$ cat src/rtl/add_sub_pipe.sv
// Two-stage pipelined add/subtract with valid/ready handshake.
// The carry chain is split at LO_W so each stage closes timing on wide operands.
module add_sub_pipe #(
    parameter int W    = 32,
    parameter int LO_W = W / 2
) (
    input  logic         clk,
    input  logic         rst_n,
    input  logic         in_valid,
    output logic         in_ready,
    input  logic [W-1:0] in_a,
    input  logic [W-1:0] in_b,
    input  logic         in_op,
    input  logic         in_signed,
    output logic         out_valid,
    input  logic         out_ready,
    output logic [W-1:0] out_y,
    output logic         out_cb,
    output logic         out_ovf,
    output logic         out_zero,
    output logic         out_neg
);
    localparam int HI_W = W - LO_W;

    // Handshake
    logic adv1;
    logic adv2;
    logic accept;

    // Stage 1 state
    logic            v1_reg;
    logic [LO_W-1:0] lo_reg;
    logic            c_lo_reg;
    logic [HI_W-1:0] a_hi_reg;
    logic [HI_W-1:0] b_hi_reg;
    logic            op1_reg;
    logic            sgn1_reg;

    // Stage 2 state
    logic         v2_reg;
    logic [W-1:0] y_reg;
    logic         cb_reg;
    logic         ovf_reg;
    logic         zero_reg;
    logic         neg_reg;

    // Stage 1 combinational
    logic [W-1:0]  b_eff;
    logic [LO_W:0] lo_sum;

    // Stage 2 combinational
    logic [HI_W:0] hi_sum;
    logic [W-1:0]  y_next;
    logic          cout;
    logic          cmsb;
    logic          cb_next;
    logic          ovf_next;
    logic          zero_next;
    logic          neg_next;

    assign adv2     = !v2_reg || out_ready;
    assign adv1     = !v1_reg || adv2;
    assign in_ready = adv1;
    assign accept   = in_valid && adv1;

    // Subtraction is A + ~B + 1; the +1 enters as the low-slice carry-in.
    genvar gi;
    generate
        for (gi = 0; gi < W; gi++) begin : g_beff
            assign b_eff[gi] = in_b[gi] ^ in_op;
        end
    endgenerate

    assign lo_sum = {1'b0, in_a[LO_W-1:0]} + {1'b0, b_eff[LO_W-1:0]}
                  + {{LO_W{1'b0}}, in_op};

    assign hi_sum = {1'b0, a_hi_reg} + {1'b0, b_hi_reg}
                  + {{HI_W{1'b0}}, c_lo_reg};

    always_comb begin
        y_next    = {hi_sum[HI_W-1:0], lo_reg};
        cout      = hi_sum[HI_W];
        // Carry into the MSB recovered from the MSB sum bit: s = a ^ b ^ cin.
        cmsb      = a_hi_reg[HI_W-1] ^ b_hi_reg[HI_W-1] ^ hi_sum[HI_W-1];
        cb_next   = op1_reg ? !cout : cout;
        ovf_next  = sgn1_reg && (cmsb ^ cout);
        zero_next = (y_next == '0);
        neg_next  = sgn1_reg && (y_next[W-1] ^ ovf_next);
    end

    always_ff @(posedge clk) begin
        if (!rst_n) begin
            v1_reg   <= 1'b0;
            lo_reg   <= '0;
            c_lo_reg <= 1'b0;
            a_hi_reg <= '0;
            b_hi_reg <= '0;
            op1_reg  <= 1'b0;
            sgn1_reg <= 1'b0;
            v2_reg   <= 1'b0;
            y_reg    <= '0;
            cb_reg   <= 1'b0;
            ovf_reg  <= 1'b0;
            zero_reg <= 1'b0;
            neg_reg  <= 1'b0;
        end else begin
            if (adv1) begin
                v1_reg <= accept;
            end
            if (accept) begin
                lo_reg   <= lo_sum[LO_W-1:0];
                c_lo_reg <= lo_sum[LO_W];
                a_hi_reg <= in_a[W-1:LO_W];
                b_hi_reg <= b_eff[W-1:LO_W];
                op1_reg  <= in_op;
                sgn1_reg <= in_signed;
            end
            if (adv2) begin
                v2_reg <= v1_reg;
                // Output registers only change when a real result moves in.
                if (v1_reg) begin
                    y_reg    <= y_next;
                    cb_reg   <= cb_next;
                    ovf_reg  <= ovf_next;
                    zero_reg <= zero_next;
                    neg_reg  <= neg_next;
                end
            end
        end
    end

    assign out_valid = v2_reg;
    assign out_y     = y_reg;
    assign out_cb    = cb_reg;
    assign out_ovf   = ovf_reg;
    assign out_zero  = zero_reg;
    assign out_neg   = neg_reg;

endmodule
$ cat config.mk
export PLATFORM = sky130hd
export DESIGN_NAME = add_sub_pipe
export DESIGN_NICKNAME = d
export VERILOG_FILES = /design/src/rtl/add_sub_pipe.sv
export SDC_FILE = /design/constraint.sdc
export NUM_CORES = 1
export LEC_CHECK = 0
export BUFFER_PORTS_ARGS = -buffer_cell sky130_fd_sc_hd__buf_2
export CORE_MARGIN = 2
export CORE_UTILIZATION = 41
export DETAILED_ROUTE_END_ITERATION = 6
export GPL_TIMING_DRIVEN = 1
export HOLD_SLACK_MARGIN = 0.15
export SETUP_SLACK_MARGIN = 0.05
export SKIP_LAST_GASP = 1
export SYNTH_ARGS = -nofsm -noshare
export SYNTH_HDL_FRONTEND = slang
export SYNTH_SLANG_ARGS = --single-unit
$ cat constraint.sdc
create_clock -name clk -period 5.75 [get_ports clk]
set_input_delay 1.15 -clock clk [delete_from_list [all_inputs] [get_ports clk]]
set_output_delay 1.15 -clock clk [all_outputs]
set_load 0.02 [all_outputs]
* Word-level counts from Yosys, hierarchy flattened
Cells that the tools add are included.
W data, S select, Z words.
** Storage, ports and cells
- Bits in registers :: 89
- Bits of input ports :: 70
- Word-level logic and storage cells :: 64
** Cells by class
- Add/sub/neg operators :: 4
- Muxes and demuxes :: 1
- Bitwise operators :: 36
- Reductions and logical operators :: 10
** Operator list (number)
- $xor A1 B1 Y1 :: 36
- $add A16 B16 Y17 :: 2
- $add A17 B1 Y17 :: 2
- $logic_not A32 Y1 :: 1
- $logic_and A1 B1 Y1 :: 3
- $logic_not A1 Y1 :: 3
- $logic_or A1 B1 Y1 :: 2
- $reduce_and A2 Y1 :: 1
- $mux W1 :: 1

* Depth between registers and ports, before layout
- Word-level depth :: 7
- Mapped depth :: 13
- Mapped depth without buffers :: 11

* Least setup slack after synthesis
No wires, ideal clock.
- Path kind :: input port to flip-flop
- Start :: in in_op
- End :: reg lo_reg[15]
- Data arrival time :: 4138 ps
- Required time :: 5634 ps
- Setup slack :: 1496 ps
- Stages on the path :: 13
- Buffers on the path :: 3
- Cells stage by stage :: clkbuf_1 -> buf_1 -> clkbuf_1 -> xor2_1 -> ha_1 -> a21o_1 -> a311oi_1 -> o31ai_1 -> a211oi_1 -> o21bai_1 -> a21oi_1 -> mux2i_1 -> a31o_2
** On the way
- Cells in the longest elaborated chain, start to end :: 3
- Elaborated cells on any way between the ends :: 18
- Classes of those cells :: 2 x add/sub; 16 x bitwise
** RTL lines
- from (decl) :: line 13 : input logic in_op,
- $xor A1 B1 Y1 :: line 70 : assign b_eff[gi] = in_b[gi] ^ in_op;
- $add A16 B16 Y17 :: line 74 : assign lo_sum = {1'b0, in_a[LO_W-1:0]} + {1'b0, b_eff[LO_W-1:0]}
- $add A17 B1 Y17 * :: line 75 : + {{LO_W{1'b0}}, in_op};
- to (signal assigned) :: line 111 : lo_reg <= lo_sum[LO_W-1:0];
- to (decl) :: line 32 : logic [LO_W-1:0] lo_reg;
Every way passes the cells marked *; elsewhere a longest branch is shown, timed or not.
A chain may end at the register's enable or synchronous reset.

* Worst setup path after layout
Ends and elaborated chain as after synthesis.

==> summary.md <==
| Metric | Value |
|---|---|
| Vias per inst | 5.14 |
| Number of gates resized after cts | 0 |
| Warnings, synthesis | 0 |
| Max capacitance violation total | 0 |
| Post-route fraction of the period consumed by the critical path | 0.659 |
| Antenna violations before repair | 0 |
| ANT cells | 0 |
| Clock insertion delay at the later pin of the skew report | 350 ps |
| Number of I/O port buffers | 107 |
| Setup skew after layout | 6.79 ps |
| Worst path required time | 6000 ps |
| CP startpoint kind | primary input |
| Average detailed-routed wire length per instance | 14.6 um |
| Number of enable-type register cells in the synthesized netlist | 0 |
| Summed instance area of the synthesized netlist | 5020 um2 |
| Height of the die | 115 um |
| Remaining antenna violation count | 0 |
| Static leakage power | 2.78 nW |
| Path class of the lowest-slack min-delay path | register to register |
| Hold buffers post-CTS | 0 |
| Area share of the largest cell type after synthesis | 0.355 |
| Capturing point of the worst reg2reg path | out_zero |
| Most frequently used cell type in the post-synthesis netlist | nand2_1 |
| Global routing usage summed across all routing layers | 0.195 |
| Placer Congestion | 0.859 |
| Share of layout cells above drive strength 1 | 0.194 |
| Capture point of the worst path | lo_reg[15] |
| Arrival @ worst endpoint | 4040 ps |
| RSZ-0062 raised after global routing | false |
| TritonCTS clock tree | built |
| Number of setup violations in the final report | 0 |
| Minimum clock period after layout | 3790 ps |
| Post-synthesis sequential area ratio | 0.355 |
| Largest cells by area after synthesis | dfxtp_1 36%, nand2_1 10%, ha_1 7.5%, a21boi_0 6.6%, xnor2_1 5.6% |
| Classification of the worst setup path | primary input to register |
| Die Span X | 115 um |
| Remaining max-slew budget at the tightest pin | 0.368 |
| Start point of the critical path | in_op |
| Max reg flops | 32 |
| Reg-to-reg critical path startpoint | c_lo_reg |
| Clock root buffer | clkbuf_16 |
| Most used flip-flop cell after synthesis | dfxtp_1 |
| Starting DRT DRC Count | 230 |
| Final Total Pwr | 1.65 mW |
| Setup Buffers After CTS | 0 |
| Number of top-level pins | 108 |
| # clock sinks | 89 |
| Total congestion overflow | 0 |
| Synth area leader | dfxtp_1 |
| Clock buffer count from CTS | 9 |
| Critical Path Sink Type | register |
| Detailed-route DRC error count | 0 |
| First-pass GRT wire length | 20100 um |
| Number of H-tree branching levels | 3 |
| Clock input transition at the sequential cells of the worst setup and hold paths | 60 ps |
| Initial DRT Pass Iterations | 4 |
| Largest buffer count on any clock path | 2 |
| Synth async-reset ratio | 0 |
| Cell area power density | 278 nW/um2 |
| Final number of max-transition violations | 0 |
| Mean Syn Cell Area | 8.32 um2 |
| Core footprint | 12000 um2 |
| Pin count of the biggest net entering global routing | 98 |
| Total length of routed wires | 12300 um |
| Reg2Reg Setup Slack | 2410 ps |
| Vias in the first global route | 4073 |
| Final net count | 795 |
| Worst Tran Pin Value | 948 ps |
| Net count after synthesis | 706 |
| Peak supply drop | 147 uV |
| Flip-flop and latch count after synthesis | 89 |
| Worst R2R Path Depth | 9 |
| Run status | finished, final reports clean |
| Hold Fails Final Rpt | 0 |
| Total vias in the final route | 4329 |
| Post-detailed-placement half-perimeter wirelength | 9270 um |
| Biggest fanout along the worst timing path | 33 |
| Die area | 13100 um2 |
| Mapped Cells | 603 |
| Synth cell count leaders | 136 x nand2_1, 89 x dfxtp_1, 44 x a21boi_0 |
| Number of standard-cell rows in the floorplan | 40 |
| Upper clock frequency limit | 0.264 GHz |
| Setup TNS | 0 ps |
| Effective utilization at floorplan | 0.419 |
| Layout overhead on the synthesized area | 18.5% |
| Count of cell types in the netlist | 51 |
per-stage QoR:
step	utilization	setup WS [ps]	std cells	hold WS [ps]	area, um2
after floorplan	-	1500	603	444	5020
after global placement	0.473	1730	828	446	5650
after detailed placement	0.473	1580	828	450	5650
after CTS	0.497	1950	843	461	5950
after global routing	0.497	1710	843	488	5950
final	0.497	1960	843	458	5950
cells by family (layout without fill, tap and decap cells):
kind of cell	count (synthesis)	count (layout)	share of synthesized area
adders and majority gates	33	33	0.0868
buffers and inverters	45	138	0.0337
AOI/OAI and AO/OA	165	165	0.230
xor gates and xnor gates	55	55	0.0960
DFF	89	89	0.355
and+or+nand+nor	214	214	0.194
muxes	2	2	0.00424
how the worst min path moves through the flow:
stage / cells after the start / end / slack, ps / start
final: 2 / out_cb / 460 / out_cb
after global routing: 2 / out_y[9] / 490 / out_y[9]
after CTS: 2 / out_y[31] / 460 / out_y[31]
after detailed placement: 2 / out_y[31] / 450 / out_y[31]
after global placement: 2 / out_y[31] / 450 / out_y[31]
after floorplan: 2 / sgn1_reg / 440 / sgn1_reg
area by class of cell:
| type | instances | area (um2) |
|---|---|---|
| multi-input combinational | 469 | 3080 |
| clock buffer | 9 | 225 |
| sequential | 89 | 1780 |
| timing repair buffer | 111 | 566 |
| tap | 147 | 184 |
| fill | 1200 | 6020 |
| inverter | 12 | 45.0 |
| clock inverter | 6 | 66.3 |
layer usage:
metal / GRT usage / share of wire
met5: 0 / 0
met4: 0.0634 / 0.017
met3: 0.0461 / 0.049
met2: 0.271 / 0.39
met1: 0.293 / 0.54
cell usage in the layout (no fill, tap or decap), types with 5 or more instances in the layout:
| master | n |
|---|---|
| a31oi_1 | 7 |
| ha_1 | 30 |
| nand3_1 | 14 |
| nand2_1 | 136 |
| and2_1 | 19 |
| xnor2_1 | 32 |
| o21bai_1 | 6 |
| o21a_1 | 5 |
| a21o_1 | 8 |
| dfxtp_1 | 89 |
| buf_2 | 107 |
| a21boi_0 | 44 |
| o211a_1 | 19 |
| xor2_1 | 23 |
| a21oi_1 | 22 |
| clkbuf_16 | 9 |
| nor2_1 | 10 |
| o21ai_0 | 34 |
| inv_1 | 12 |
critical path, stage by stage:
cell	delay, ps
buf_2	670
xor2_1	180
ha_1	390
a21o_1	180
a311oi_1	350
o31ai_1	170
a211oi_1	360
o21bai_1	100
a21oi_1	180
mux2i_1	90
a31o_2	210
report_power, final:
| part | switching [mW] | internal [mW] | total (mW) |
|---|---|---|---|
| clock network | 0.253 | 0.336 | 0.589 |
| logic | 0.212 | 0.160 | 0.372 |
| registers | 0.0328 | 0.661 | 0.694 |
Note: power is estimated with default switching activity, not from simulation.
